$ cat config.mk
export PLATFORM = sky130hd
export DESIGN_NAME = logistic_iter_sched
export DESIGN_NICKNAME = d
export VERILOG_FILES = /design/src/rtl/logistic_pkg.sv /design/src/rtl/logistic_iter_sched_timer.sv /design/src/rtl/logistic_iter_sched.sv
export SDC_FILE = /design/constraint.sdc
export NUM_CORES = 1
export LEC_CHECK = 0
export ABC_AREA = 0
export CAP_MARGIN = 20
export CORE_MARGIN = 1
export CORE_UTILIZATION = 30
export CTS_BUF_LIST = sky130_fd_sc_hd__clkbuf_16
export DETAILED_ROUTE_END_ITERATION = 7
export DONT_BUFFER_PORTS = 1
export GPL_TIMING_DRIVEN = 0
export HOLD_SLACK_MARGIN = 0.03
export PLACE_DENSITY = 0.41
export SYNTH_ARGS = -nofsm -noshare
export SYNTH_HDL_FRONTEND = slang
export SYNTH_SLANG_ARGS = --single-unit
$ cat constraint.sdc
create_clock -name clk -period 3.7 [get_ports clk]
set_clock_uncertainty 0.2 [all_clocks]
set_input_delay 0.555 -clock clk [delete_from_list [all_inputs] [get_ports clk]]
set_output_delay 0.555 -clock clk [all_outputs]
set_load 0.005 [all_outputs]
$ cat src/rtl/logistic_pkg.sv
`default_nettype none
// +-------------------------------------------------------------------------+
// | logistic_pkg : shared types, width helpers and seed function for the     |
// |                logistic-map iteration scheduler.  Rev 1.0                |
// +-------------------------------------------------------------------------+
package logistic_pkg;

  typedef enum logic [2:0] {
    IDLE   = 3'd0,
    MUL_Y  = 3'd1,
    MUL_Z  = 3'd2,
    WRITE  = 3'd3,
    R_STEP = 3'd4
  } state_t;

  localparam int unsigned FRAC_DEFAULT = 16;
  localparam logic [31:0] ONE = 32'd1 << FRAC_DEFAULT;

  function automatic int unsigned x_width(input int unsigned frac);
    return frac;
  endfunction

  function automatic int unsigned r_width(input int unsigned frac);
    return frac + 2;
  endfunction

  function automatic int unsigned b_width(input int unsigned frac);
    return frac + 1;
  endfunction

  function automatic int unsigned p_width(input int unsigned frac);
    return 2 * frac + 3;
  endfunction

  function automatic logic [31:0] one_val(input int unsigned frac);
    return 32'd1 << frac;
  endfunction

  // A zero seed would pin the slot to the map's fixed point, so it becomes 1.
  function automatic logic [31:0] seed_x(input int unsigned base, input int unsigned step,
                                         input int unsigned idx, input int unsigned frac);
    logic [31:0] v;
    v = (base + idx * step) & (one_val(frac) - 32'd1);
    if (v == 32'd0) v = 32'd1;
    return v;
  endfunction

endpackage
`default_nettype wire

$ cat src/rtl/logistic_iter_sched_timer.sv
`default_nettype none
// +-------------------------------------------------------------------------+
// | logistic_frame_timer : free-running frame counter, one-cycle tick at the |
// |                        terminal count, frozen while disabled.  Rev 1.0   |
// +-------------------------------------------------------------------------+
module logistic_frame_timer #(
  parameter int unsigned ITER_LEN = 15361
) (
  input  logic clk,
  input  logic reset,
  input  logic i_enable,
  output logic o_tick
);

  localparam int unsigned CNT_W = (ITER_LEN > 1) ? $clog2(ITER_LEN) : 1;
  localparam logic [CNT_W-1:0] C_LAST = CNT_W'(ITER_LEN - 1);

  logic [CNT_W-1:0] r_cnt;

  always_ff @(posedge clk) begin
    if (reset) begin
      r_cnt <= '0;
    end else if (i_enable) begin
      r_cnt <= (r_cnt == C_LAST) ? '0 : r_cnt + CNT_W'(1);
    end
  end

  // Gated by enable so a frozen counter parked on the last value cannot repeat the tick.
  assign o_tick = i_enable && (r_cnt == C_LAST);

endmodule
`default_nettype wire

$ cat src/rtl/logistic_iter_sched.sv
`default_nettype none
// +-------------------------------------------------------------------------+
// | logistic_iter_sched : per-frame sweep of x' = r*x*(1-x) over all slots   |
// |                       through a shared req/ack multiplier.  Rev 1.0      |
// +-------------------------------------------------------------------------+
module logistic_iter_sched
  import logistic_pkg::*;
#(
  parameter int unsigned N_OSC     = 8,
  parameter int unsigned ITER_LEN  = 15361,
  parameter int unsigned FRAC      = 16,
  parameter int unsigned R_INIT    = 3 << FRAC,
  parameter int unsigned R_MAX     = (4 << FRAC) - 1,
  parameter int unsigned R_INC     = 2,
  parameter int unsigned SEED_BASE = 32'h8000,
  parameter int unsigned SEED_STEP = 32'h0101,
  localparam int unsigned IDX_W    = (N_OSC > 1) ? $clog2(N_OSC) : 1
) (
  input  logic                  clk,
  input  logic                  reset,
  input  logic                  i_enable,
  output logic                  o_mul_req,
  output logic [FRAC+1:0]       o_mul_a,
  output logic [FRAC:0]         o_mul_b,
  input  logic                  i_mul_ack,
  input  logic [2*FRAC+2:0]     i_mul_p,
  output logic                  o_upd_valid,
  output logic [IDX_W-1:0]      o_upd_idx,
  output logic [FRAC-1:0]       o_upd_x,
  output logic [FRAC+1:0]       o_r_out,
  output logic                  o_busy,
  output logic                  o_sweep_done,
  output logic                  o_overrun
);

  localparam int unsigned XW = x_width(FRAC);
  localparam int unsigned RW = r_width(FRAC);
  localparam int unsigned BW = b_width(FRAC);
  localparam int unsigned PW = p_width(FRAC);

  localparam logic [BW-1:0]    C_ONE_B  = BW'(one_val(FRAC));
  localparam logic [RW-1:0]    C_R_INIT = RW'(R_INIT);
  localparam logic [RW:0]      C_R_MAX  = (RW + 1)'(R_MAX);
  localparam logic [RW:0]      C_R_INC  = (RW + 1)'(R_INC);
  localparam logic [IDX_W-1:0] C_LAST   = IDX_W'(N_OSC - 1);

  state_t           r_state;
  state_t           w_state_nxt;
  logic [XW-1:0]    r_x [N_OSC];
  logic [IDX_W-1:0] r_idx;
  logic [XW-1:0]    r_y;
  logic [RW-1:0]    r_r;
  logic             r_mul_req;
  logic [RW-1:0]    r_mul_a;
  logic [BW-1:0]    r_mul_b;
  logic             r_upd_valid;
  logic [IDX_W-1:0] r_upd_idx;
  logic [XW-1:0]    r_upd_x;
  logic             r_busy;
  logic             r_sweep_done;
  logic             r_overrun;

  logic             w_tick;
  logic             w_ack;
  logic [XW-1:0]    w_x_cur;
  logic [XW-1:0]    w_y;
  logic [FRAC+2:0]  w_z_wide;
  logic [XW-1:0]    w_z;
  logic [RW:0]      w_r_sum;
  logic             w_unused_p_lsb;

  logistic_frame_timer #(
    .ITER_LEN (ITER_LEN)
  ) u_timer (
    .clk      (clk),
    .reset    (reset),
    .i_enable (i_enable),
    .o_tick   (w_tick)
  );

  assign w_ack          = i_mul_ack & r_mul_req;
  assign w_x_cur        = r_x[r_idx];
  assign w_y            = i_mul_p[2*FRAC-1:FRAC];
  assign w_z_wide       = i_mul_p[PW-1:FRAC];
  assign w_r_sum        = {1'b0, r_r} + C_R_INC;
  assign w_unused_p_lsb = ^i_mul_p[FRAC-1:0];

  // Saturate to just below 1.0, and never emit 0 (the map's absorbing fixed point).
  always_comb begin
    w_z = w_z_wide[XW-1:0];
    if (|w_z_wide[FRAC+2:FRAC]) begin
      w_z = '1;
    end else if (w_z_wide == '0) begin
      w_z = XW'(1);
    end
  end

  always_comb begin
    w_state_nxt = r_state;
    case (r_state)
      IDLE:    if (w_tick) w_state_nxt = MUL_Y;
      MUL_Y:   if (w_ack)  w_state_nxt = MUL_Z;
      MUL_Z:   if (w_ack)  w_state_nxt = WRITE;
      WRITE:   w_state_nxt = (r_idx == C_LAST) ? R_STEP : MUL_Y;
      R_STEP:  w_state_nxt = IDLE;
      default: w_state_nxt = IDLE;
    endcase
  end

  always_ff @(posedge clk) begin
    if (reset) r_state <= IDLE;
    else       r_state <= w_state_nxt;
  end

  // Each multiply spends one cycle with req low to load operands, then holds req until ack.
  always_ff @(posedge clk) begin
    if (reset) begin
      for (int i = 0; i < N_OSC; i++) begin
        r_x[i] <= XW'(seed_x(SEED_BASE, SEED_STEP, unsigned'(i), FRAC));
      end
      r_idx        <= '0;
      r_y          <= '0;
      r_r          <= C_R_INIT;
      r_mul_req    <= 1'b0;
      r_mul_a      <= '0;
      r_mul_b      <= '0;
      r_upd_valid  <= 1'b0;
      r_upd_idx    <= '0;
      r_upd_x      <= '0;
      r_busy       <= 1'b0;
      r_sweep_done <= 1'b0;
      r_overrun    <= 1'b0;
    end else begin
      r_upd_valid  <= 1'b0;
      r_sweep_done <= 1'b0;
      if (w_tick && (r_state != IDLE)) r_overrun <= 1'b1;
      case (r_state)
        IDLE: begin
          if (w_tick) begin
            r_busy <= 1'b1;
            r_idx  <= '0;
          end
        end
        MUL_Y: begin
          if (!r_mul_req) begin
            r_mul_req <= 1'b1;
            r_mul_a   <= RW'(w_x_cur);
            r_mul_b   <= C_ONE_B - BW'(w_x_cur);
          end else if (i_mul_ack) begin
            r_mul_req <= 1'b0;
            r_y       <= w_y;
          end
        end
        MUL_Z: begin
          if (!r_mul_req) begin
            r_mul_req <= 1'b1;
            r_mul_a   <= r_r;
            r_mul_b   <= BW'(r_y);
          end else if (i_mul_ack) begin
            r_mul_req    <= 1'b0;
            r_x[r_idx]   <= w_z;
            r_upd_valid  <= 1'b1;
            r_upd_idx    <= r_idx;
            r_upd_x      <= w_z;
          end
        end
        WRITE: begin
          if (r_idx == C_LAST) r_sweep_done <= 1'b1;
          else                 r_idx <= r_idx + IDX_W'(1);
        end
        R_STEP: begin
          r_r    <= (w_r_sum > C_R_MAX) ? C_R_INIT : w_r_sum[RW-1:0];
          r_busy <= 1'b0;
        end
        default: ;
      endcase
    end
  end

  assign o_mul_req    = r_mul_req;
  assign o_mul_a      = r_mul_a;
  assign o_mul_b      = r_mul_b;
  assign o_upd_valid  = r_upd_valid;
  assign o_upd_idx    = r_upd_idx;
  assign o_upd_x      = r_upd_x;
  assign o_r_out      = r_r;
  assign o_busy       = r_busy;
  assign o_sweep_done = r_sweep_done;
  assign o_overrun    = r_overrun;

endmodule
`default_nettype wire

==> reports/results.tsv <==
stage	metric	value	unit
outcome	status	finished, final reports clean	
worst_setup_path	cp_data_arrival_time	3.71	ns
synth	yosys_warnings	0	
die	die_h	189	um
cells_and_area	layout-drive-gt1-share	10.1	%
die	die-area	35900	sq um
worst_setup_path	critPathMaxStageDelay	0.53	ns
cells_and_area	layout_commonest_cell	nor2_1	
synth	synth_edf_count	128	
clock_tree	cts_tree	done	
cells_and_area	final_cell_mix	nor2_1 (225), edfxtp_1 (128), nand2_1 (116)	
sta	setup_violations	0	
global_routing	grt_pass1_wl	50900	um
die	die_w	189	um
worst_setup_path	critPathKind	reg2reg	
sta	hold_viol_final	0	
detailed_routing	wl	34400	um
sta	worst_hold_slack	0.0578	ns
detailed_routing	postRouteAntennaNets	0	
detailed_routing	drtIter0Drc	404	
global_routing	grt_pass1_vias	7508	
sta	grt_setup_unrepaired	no	
clock_tree	cts_setup_buffers	0	
cells_and_area	n_antenna_cell	0	
synth	synth.cell_area	10500	sq um
worst_setup_path	cp_top_family	multiplexers	
synth	synth-seq-cells	243	
clock_tree	cts.sinks	243	
placed_design	hpwl	23800	um
global_routing	grt_max_degree	17	
detailed_routing	via_per_inst	5.08	
detailed_routing	drc_errors	0	
die	rows	68	
synth	netlist_instances	984	
cells_and_area	syn2layout_area_growth	15.8	%
synth	yosysUniqueCellTypes	60	
die	start_util	30.5	%
clock_tree	h-tree-depth	1	
sta	period_needed	3.44	ns
detailed_routing	first_pass_iters	6	
clock_tree	cts.reportedPaths.clkPinSlew	0.07	ns
clock_tree	cts_made_buffers	27	
synth	synth_top_flop_cell	edfxtp_1	
sta	min_period_over_period	93.1	%
worst_setup_path	required	3.97	ns
power_and_ir_drop	fin_total_pwr	5.56	mW
cells_and_area	fin_nets	1085	
synth	syn-num-nets	1030	
placed_design	gp_congestion	0.815	
sta	fin_ws	0.256	ns
worst_setup_path	critPathMaxFanout	10	
sta	drv_slew	0	
detailed_routing	routedWlPerCell	22.7	um
hold_path	hold_path_class	in2reg	
global_routing	grt-ovfl-total	0	
global_routing	antenna_found_initial	1	
worst_setup_path	cpMaxStageDelayCell	mux2i_2	
worst_setup_path	worst_path_most_repeated_cell	buf_2	
flow_run	drv_cap	0	
die	core_area	34500	sq um
power_and_ir_drop	powerDensity	456	nW/um^2
power_and_ir_drop	ir_worst_vdd	340	uV
sta	worst_pin_slew	1.14	ns
synth	syn_avg_cell_area	10.7	sq um
sta	max_freq	290	MHz
clock_tree	cts_root_buf	clkbuf_16	
sta	slew_headroom	23.6	%
worst_setup_path	cp-start-kind	flop	
synth	synthArstFlopShare	0	%
worst_setup_path	cp_num_buf_inv	3	
worst_setup_path	cp-end-kind	flop	
placed_design	dp_slack	-0.538	ns
placed_design	portBuffers	0	
clock_tree	clock_latency	0.56	ns
synth	ys_seq_area_share	58.3	%
die	ios	116	
detailed_routing	vias	7691	
worst_setup_path	cp_cell_sequence	buf_2 -> buf_4 -> buf_2 -> mux4_2 -> mux2i_2 -> nand2_1 -> nor2_2 -> nand4_1 -> xor2_1 -> a211oi_2	
clock_tree	clk_path_buf_depth	3	
power_and_ir_drop	p_leak	4.16	nW
global_routing	grtUsageTotal	19.2	%
-- cell type report --
type	instances	area [sq um]
Timing Repair Buffer	26	273
Tap cell	455	569
Buffer	59	267
Inverter	5	18.8
Fill cell	3551	22300
Multi-Input combinational cell	677	4150
Clock inverter	23	113
Clock buffer	27	676
Sequential cell	243	6150
-- Yosys cell counts (2+ instances only) --
library cell  instances  share of area, %
nand2_1             116               4.1
nand3b_1              2              0.14
a311oi_1              4              0.33
nand4_1               7              0.42
buf_1                 2             0.071
and2_1                6              0.36
and3_1                8              0.47
inv_1                 4              0.14
nor4_1                4              0.24
nor2b_1               8              0.47
ha_1                  7              0.83
nor3_1               18              0.85
a211oi_1             34               2.4
xnor2_1              11              0.91
a22o_1                4              0.33
or3b_1                2              0.17
buf_2                 6              0.28
edfxtp_1            128                36
xor2_1               27               2.2
o21ai_0               9              0.43
a31oi_1               3              0.18
nand3_1              16              0.76
buf_6                 3              0.32
and4_1                2              0.17
or2_2                 3              0.18
nand2b_1             12              0.71
nor3b_1               4              0.28
a21oi_1              47               2.2
mux4_2               23               4.9
o21ai_1               6              0.28
mux2i_2               6              0.78
a22oi_1               8              0.57
nor2_1              225               8.0
or3_1                10              0.59
mux2i_1              22               2.1
dfxtp_1             115                22
a221oi_2              2              0.28
nor2_2                2              0.12
clkbuf_1             44               1.6
buf_4                 4              0.28
-- worst register-to-register path: stages, from the launching register on --
cell and delay, ns:
dfxtp_1 0.34, buf_2 0.21, buf_4 0.27, buf_2 0.36
mux4_2 0.39, mux2i_2 0.53, nand2_1 0.21, nor2_2 0.24
nand4_1 0.15, xor2_1 0.21, a211oi_2 0.24
-- power by group --
group | switching [mW] | total (mW) | internal (mW)
registers | 0.0154 | 2.90 | 2.88
logic | 0.134 | 0.197 | 0.0628
clock network | 1.14 | 2.47 | 1.33
total | 1.29 | 5.56 | 4.27
-- registers in the layout, summed over array words and instances, names as in the netlist, named ones only --
| signal | count |
|---|---|
| r_y | 16 |
| o_busy | 1 |
| r_state | 3 |
| o_mul_req | 1 |
| r_x | 128 |
| o_upd_valid | 1 |
| o_overrun | 1 |
| o_r_out | 17 |
| o_sweep_done | 1 |
| o_mul_b | 17 |
| o_mul_a | 18 |
| o_upd_idx | 3 |
| u_timer.r_cnt | 14 |
| o_upd_x | 16 |
| r_idx | 3 |
-- through the flow --
step	instances	utilization (%)	setup TNS, ns	area [sq um]
final	1515	35.3	0	12200
after global routing	1515	35.3	0	12200
after CTS	1514	35.3	0	12200
after detailed placement	1446	32.4	-12.40	11200
after global placement	1439	32.2	-18.44	11100
after floorplan	984	-	0	10500
-- layer usage --
layer / vias up / part of all wire [%] / GRT usage [%] / wire length [um]
met2: 245 / 45 / 30.0 / 15500
met3: 57 / 6.7 / 4.00 / 2320
li1: 3594 / - / - / -
met4: 0 / 2.8 / 5.49 / 969
met5: - / 0 / 0 / 0
met1: 3795 / 45 / 26.8 / 15700
-- cells by family after synthesis --
group                      Yosys count  synth area share, %
and+or+nand+nor                    453                 19.0
DFF                                243                 58.3
AOI/OAI and AO/OA                  126                 7.96
buffers and inverters               64                 2.71
muxes                               52                 8.00
xor gates and xnor gates            38                 3.16
adders and majority gates            7                0.831
other                                1               0.0356
-- repair_timing --
| action | in CTS | in global routing |
|---|---|---|
| hold endpoints to repair | 21 | 0 |
| resized for setup | 6 | 4 |
| hold buffers | 18 | 0 |
| pin swaps | 0 | 0 |
| endpoints found under the setup margin | 64 | 65 |
-- path summary, 6_finish.rpt --
kind	endpoint	cells past startpoint	start	slack, ns
setup / recovery	o_mul_b[15]$_SDFFE_PP0P_	10	flop	0.26
hold / removal	u_timer.r_cnt[4]$_SDFFE_PP0P_	3	i_enable	0.06
setup reg to reg	o_mul_b[15]$_SDFFE_PP0P_	10	flop	0.26
hold reg to reg	r_y[6]$_SDFFE_PP0P_	2	r_y[6]$_SDFFE_PP0P_	0.25
No activity file was read; power rests on OpenSTA's default activity.
==> RTL change 1 (same settings) <==
One comparison of `r_cnt` changes from == to >=.
--- a/src/rtl/logistic_iter_sched_timer.sv
+++ b/src/rtl/logistic_iter_sched_timer.sv
@@ -26,7 +26,7 @@
   end
 
   // Gated by enable so a frozen counter parked on the last value cannot repeat the tick.
-  assign o_tick = i_enable && (r_cnt == C_LAST);
+  assign o_tick = i_enable && (r_cnt >= C_LAST);
 
 endmodule
 `default_nettype wire
Function: no difference found for any inputs over 4 cycles, from zero or initial values and one cycle with reset high; that may be too few to reach the edited logic, so the function may still have changed.
==> RTL change 1 against the original RTL <==
  * The flow now finishes with violations (design-rule violations)
  * Fmax down 2.5%
  * Critical endpoint is now o_mul_b[12]$_SDFFE_PP0P_
  * Wire length up 10%
  * Design area up 4.3%
  * Worst setup slack worse by 0.088 ns
  * Sequential cell count unchanged
  * Area after synthesis up 3.4%
  * Via count up 7.0%
  * Total power up 4.6%
  * Non-clock buffer count up 3
  * Synthesized cell count up 4.5%
==> RTL change 1: results (changes against the original RTL) <==
| Metric | Value |
|---|---|
| Final #Nets | 1133 (was 1085) |
| GR Util met1 | 30.9% (was 26.8%) |
| Failing checks | design-rule violations |
| Unique masters post-synth | 61 (was 60) |
| Arrival time worst endpoint | 3.78 ns (was 3.71 ns) |
| Fraction of layout cells with a size suffix above 1 | 10.7% (was 10.1%) |
| Top cells by area, synth | edfxtp_1 (35%), dfxtp_1 (21%), nor2_1 (7.3%) (was edfxtp_1 (36%), dfxtp_1 (22%), nor2_1 (8.0%)) |
| Fmax | 283 MHz (was 290 MHz) |
| Multi-input logic area | 4420 sq um (was 4150 sq um) |
| Multi-input gates | 718 (was 677) |
| Slowest-stage cell, CP | dfxtp_1 (was mux2i_2) |
| # DRC | 14 (was 0) |
| # rows | 69 (was 68) |
| Hold Path End | r_x[7][4]$_SDFFCE_PN0P_ (was u_timer.r_cnt[4]$_SDFFE_PP0P_) |
| Gpl congestion | 0.827 (was 0.815) |
| # fillers | 3619 (was 3551) |
| Fraction of area in multi-input gates | 34.7% (was 34.0%) |
| Seq/Total Area, Yosys | 56.4% (was 58.3%) |
| DP HPWL | 27.1 mm (was 23.8 mm) |
| Combinational power share | 3.8% (was 3.5%) |
| Drt total wl | 37.9 mm (was 34.4 mm) |
| FF-to-FF setup slack | 0.17 ns (was 0.26 ns) |
| WL/cell | 24.1 um (was 22.7 um) |
| Pre-CTS setup slack | -0.218 ns (was -0.538 ns) |
| Leakage | 4.29 nW (was 4.16 nW) |
| Number of global-route vias before repair | 7881 (was 7508) |
| Fraction of cell area in non-clock buffers | 5.35% (was 4.42%) |
| Status | finished, violations left (was complete, no violations) |
| Commonest cells in the synthesized netlist | nor2_1 (211), nand2_1 (131), edfxtp_1 (128), dfxtp_1 (115), a21oi_1 (52) (was nor2_1 (225), edfxtp_1 (128), nand2_1 (116), dfxtp_1 (115), a21oi_1 (47)) |
| Hold depth | 2 (was 3) |
| Via Count | 8227 (was 7691) |
| First-pass GRT wire length | 54.3 mm (was 50.9 mm) |
| Overall Global Routing Usage | 20.4% (was 19.2%) |
| GR Util met2 | 29.6% (was 30.0%) |
| Met3 usage | 4.44% (was 4.00%) |
| Switching Share | 22.5% (was 23.2%) |
| DR pass1 iterations | 7 (was 6) |
| DRT iter0 DRCs | 760 (was 404) |
| Largest net degree at the start of global routing | 20 (was 17) |
| Cell Area, Placed | 11600 sq um (was 11200 sq um) |
| Synth Area per Inst | 10.6 sq um (was 10.7 sq um) |
| Placed insts | 1493 (was 1446) |
| Reg2reg end | o_mul_b[12]$_SDFFE_PP0P_ (was o_mul_b[15]$_SDFFE_PP0P_) |
| NetSw | 1.31 mW (was 1.29 mW) |
| Critical path's largest stage delay | 0.35 ns (was 0.53 ns) |
| Peak supply drop | 0.000413 V (was 0.000340 V) |
==> RTL change 1: cell types whose count changed in the layout (fill, tap and decap cells not counted), sizes merged, moves of 8 or more <==
cell / unedited run / this run
a211oi: 35 / 21
buf: 23 / 31
nand2: 116 / 131
nor2: 227 / 212
nor3: 18 / 33
nor4: 4 / 14
o211ai: 1 / 10
xor2: 27 / 16
==> RTL change 1: cell families (layout without fill, tap and decap cells) <==
kind of cell               Yosys count  count (layout)  share of synthesized area [%]
xor gates and xnor gates            30              30                           2.41
adders and majority gates            7               7                          0.803
DFF                                243             243                           56.4
and+or+nand+nor                    498             498                           20.9
buffers and inverters               67             149                           3.26
AOI/OAI and AO/OA                  125             125                           7.36
muxes                               57              57                           8.92
other                                1               1                         0.0344
==> RTL change 1: timing repair <==
item | 4_1_cts | 5_1_grt
hold endpoints to repair | 16 | 0
endpoints found under the setup margin | 14 | 21
resized for setup | 2 | 3
setup buffers | 0 | 4
hold buffers | 16 | 0
pin swaps | 0 | 1
==> RTL change 2 (config.mk and constraints unchanged) <==
Without the edit above. The parameter `N_OSC` goes from 8 to 16.
--- a/src/rtl/logistic_iter_sched.sv
+++ b/src/rtl/logistic_iter_sched.sv
@@ -6,7 +6,7 @@
 module logistic_iter_sched
   import logistic_pkg::*;
 #(
-  parameter int unsigned N_OSC     = 8,
+  parameter int unsigned N_OSC     = 16,
   parameter int unsigned ITER_LEN  = 15361,
   parameter int unsigned FRAC      = 16,
   parameter int unsigned R_INIT    = 3 << FRAC,
Interface: changed (resized o_upd_idx); port bits go from 116 to 117. No check against the original RTL was run, so the function may have changed too.
==> RTL change 2 against the original RTL <==
  * Sequential cell count grew 131
  * Area after synthesis grew 56%
  * Fmax shrank 2.0%
  * First-iteration DRC count grew 150%
  * Count of clock-buffer cells in the layout grew 19
  * Worst setup slack lost 0.070 ns
  * Total power grew 62%
  * Wire length grew 72%
  * Highest routed layer unchanged
  * Critical path type unchanged
  * Design area grew 57%
==> RTL change 2: results (changes against the original RTL) <==
| Metric | Value |
|---|---|
| Top cells by area, synth | edfxtp_1 (47%), dfxtp_1 (14%), nor2_1 (7.2%) (was edfxtp_1 (36%), dfxtp_1 (22%), nor2_1 (8.0%)) |
| Met2 Wirelength | 28.4 mm (was 15.5 mm) |
| Worst Reg-to-Reg Cells | 11 (was 10) |
| Worst-skew pair later-pin latency | 0.58 ns (was 0.56 ns) |
| Critical path's largest stage delay | 0.49 ns (was 0.53 ns) |
| First-pass GRT wire length | 85.3 mm (was 50.9 mm) |
| Worst rel slew slack | 20.5% (was 23.6%) |
| Status | complete, no violations (unchanged) |
| Peak supply drop | 0.000278 V (was 0.000340 V) |
| DP HPWL | 41.9 mm (was 23.8 mm) |
| Critical Path End | o_mul_b[8]$_SDFFE_PP0P_ (was o_mul_b[15]$_SDFFE_PP0P_) |
| Metal3 WL | 4.23 mm (was 2.32 mm) |
| Vias per cell | 5.20 (was 5.08) |
| Initial antenna violation count | 0 (was 1) |
| H-tree depth | 2 (was 1) |
| Commonest cells in the synthesized netlist | nor2_1 (315), edfxtp_1 (256), nand2_1 (175), dfxtp_1 (118), clkbuf_1 (67) (was nor2_1 (225), edfxtp_1 (128), nand2_1 (116), dfxtp_1 (115), a21oi_1 (47)) |
| Arrival time worst endpoint | 3.75 ns (was 3.71 ns) |
| Setup ws final | 0.186 ns (was 0.256 ns) |
| Total power | 9.02 mW (was 5.56 mW) |
| Min Hold Slack | 0.123 ns (was 0.0578 ns) |
| DR pass1 iterations | 5 (was 6) |
| Gpl congestion | 0.832 (was 0.815) |
| EDFF count, synth | 256 (was 128) |
| Unique masters post-synth | 75 (was 60) |
| Hold path start | i_mul_p[28] (was i_enable) |
| Pre-CTS setup slack | -1.25 ns (was -0.538 ns) |
| Overall Global Routing Usage | 21.5% (was 19.2%) |
| Leakage | 6.47 nW (was 4.16 nW) |
| Cell Area, Placed | 17600 sq um (was 11200 sq um) |
| Fraction of layout cells with a size suffix above 1 | 13.1% (was 10.1%) |
| Hold Path End | r_x[13][12]$_SDFFCE_PN0P_ (was u_timer.r_cnt[4]$_SDFFE_PP0P_) |
| Max FFs per register | 256 (was 128) |
| Placed insts | 2110 (was 1446) |
| Hold depth | 2 (was 3) |
| Number of global-route vias before repair | 11606 (was 7508) |
| Delay-heaviest family, CP | compound AO/OA/AOI/OAI gates (was multiplexers) |
| # fillers | 5375 (was 3551) |
| Slowest-stage cell, CP | dfxtp_2 (was mux2i_2) |
| Multi-input logic area | 5950 sq um (was 4150 sq um) |
| Syn Inst Count | 1398 (was 984) |
| DRT iter0 DRCs | 998 (was 404) |
| Fin cells | 2212 (was 1515) |
| Seq/Total Area, Yosys | 61.3% (was 58.3%) |
| M1 WL | 24.8 mm (was 15.7 mm) |
| WL/cell | 26.7 um (was 22.7 um) |
| Input/output buffers | 0 (unchanged) |
| Total CTS buffers | 44 (was 27) |
| Final #Nets | 1534 (was 1085) |
[RTL change 2: cells by family after synthesis]
kind of cell	after synthesis	share of synthesized area (%)
AND/OR/NAND/NOR	637	16.9
multiplexers	87	9.66
AO/OA/AOI/OAI	153	6.63
buffers and inverters	103	2.96
adder cells (fa/ha/maj)	9	0.687
other	1	0.0229
XOR/XNOR	34	1.82
flip-flops	374	61.3
[RTL change 2: repair_timing]
item                                   in CTS  in global routing
setup endpoints to repair                 225                 21
hold buffers                               18                  0
resized for setup                          18                  8
cloned                                      0                  0
buffers inserted                            7                  0
endpoints found under the hold margin      18                  0
pin swaps                                   1                  0
[RTL change 2: worst reg2reg max path, delay by kind of cell (launching register included)]
family / cells / cell delay, ns
and+or+nand+nor: 1 / 0.25
muxes: 1 / 0.34
buffers and inverters: 3 / 0.70
AOI/OAI and AO/OA: 5 / 1.06
adders and majority gates: 1 / 0.33
DFF: 1 / 0.49
[RTL change 2: cell type report]
cell class	instances	area share [%]
Clock inverter	30	0.827
Inverter	10	0.195
Tap cell	696	4.53
Buffer	93	2.37
Multi-Input combinational cell	921	31.0
Timing Repair Buffer	42	2.81
Sequential cell	374	52.3
Clock buffer	46	5.99
[RTL change 2: layer usage]
layer  global-route usage [%]  up-vias
met5                        0        -
met4                     6.48        0
met3                     4.68       94
met2                     35.9      418
met1                     27.9     5782
li1                         -     5211
[RTL change 2: report_power, final]
group | leakage [nW] | switching [mW] | internal, mW
registers | 3.44 | 0.0319 | 4.57
clock network | 0.693 | 1.77 | 2.30
logic | 2.34 | 0.231 | 0.119
total | 6.47 | 2.03 | 6.99
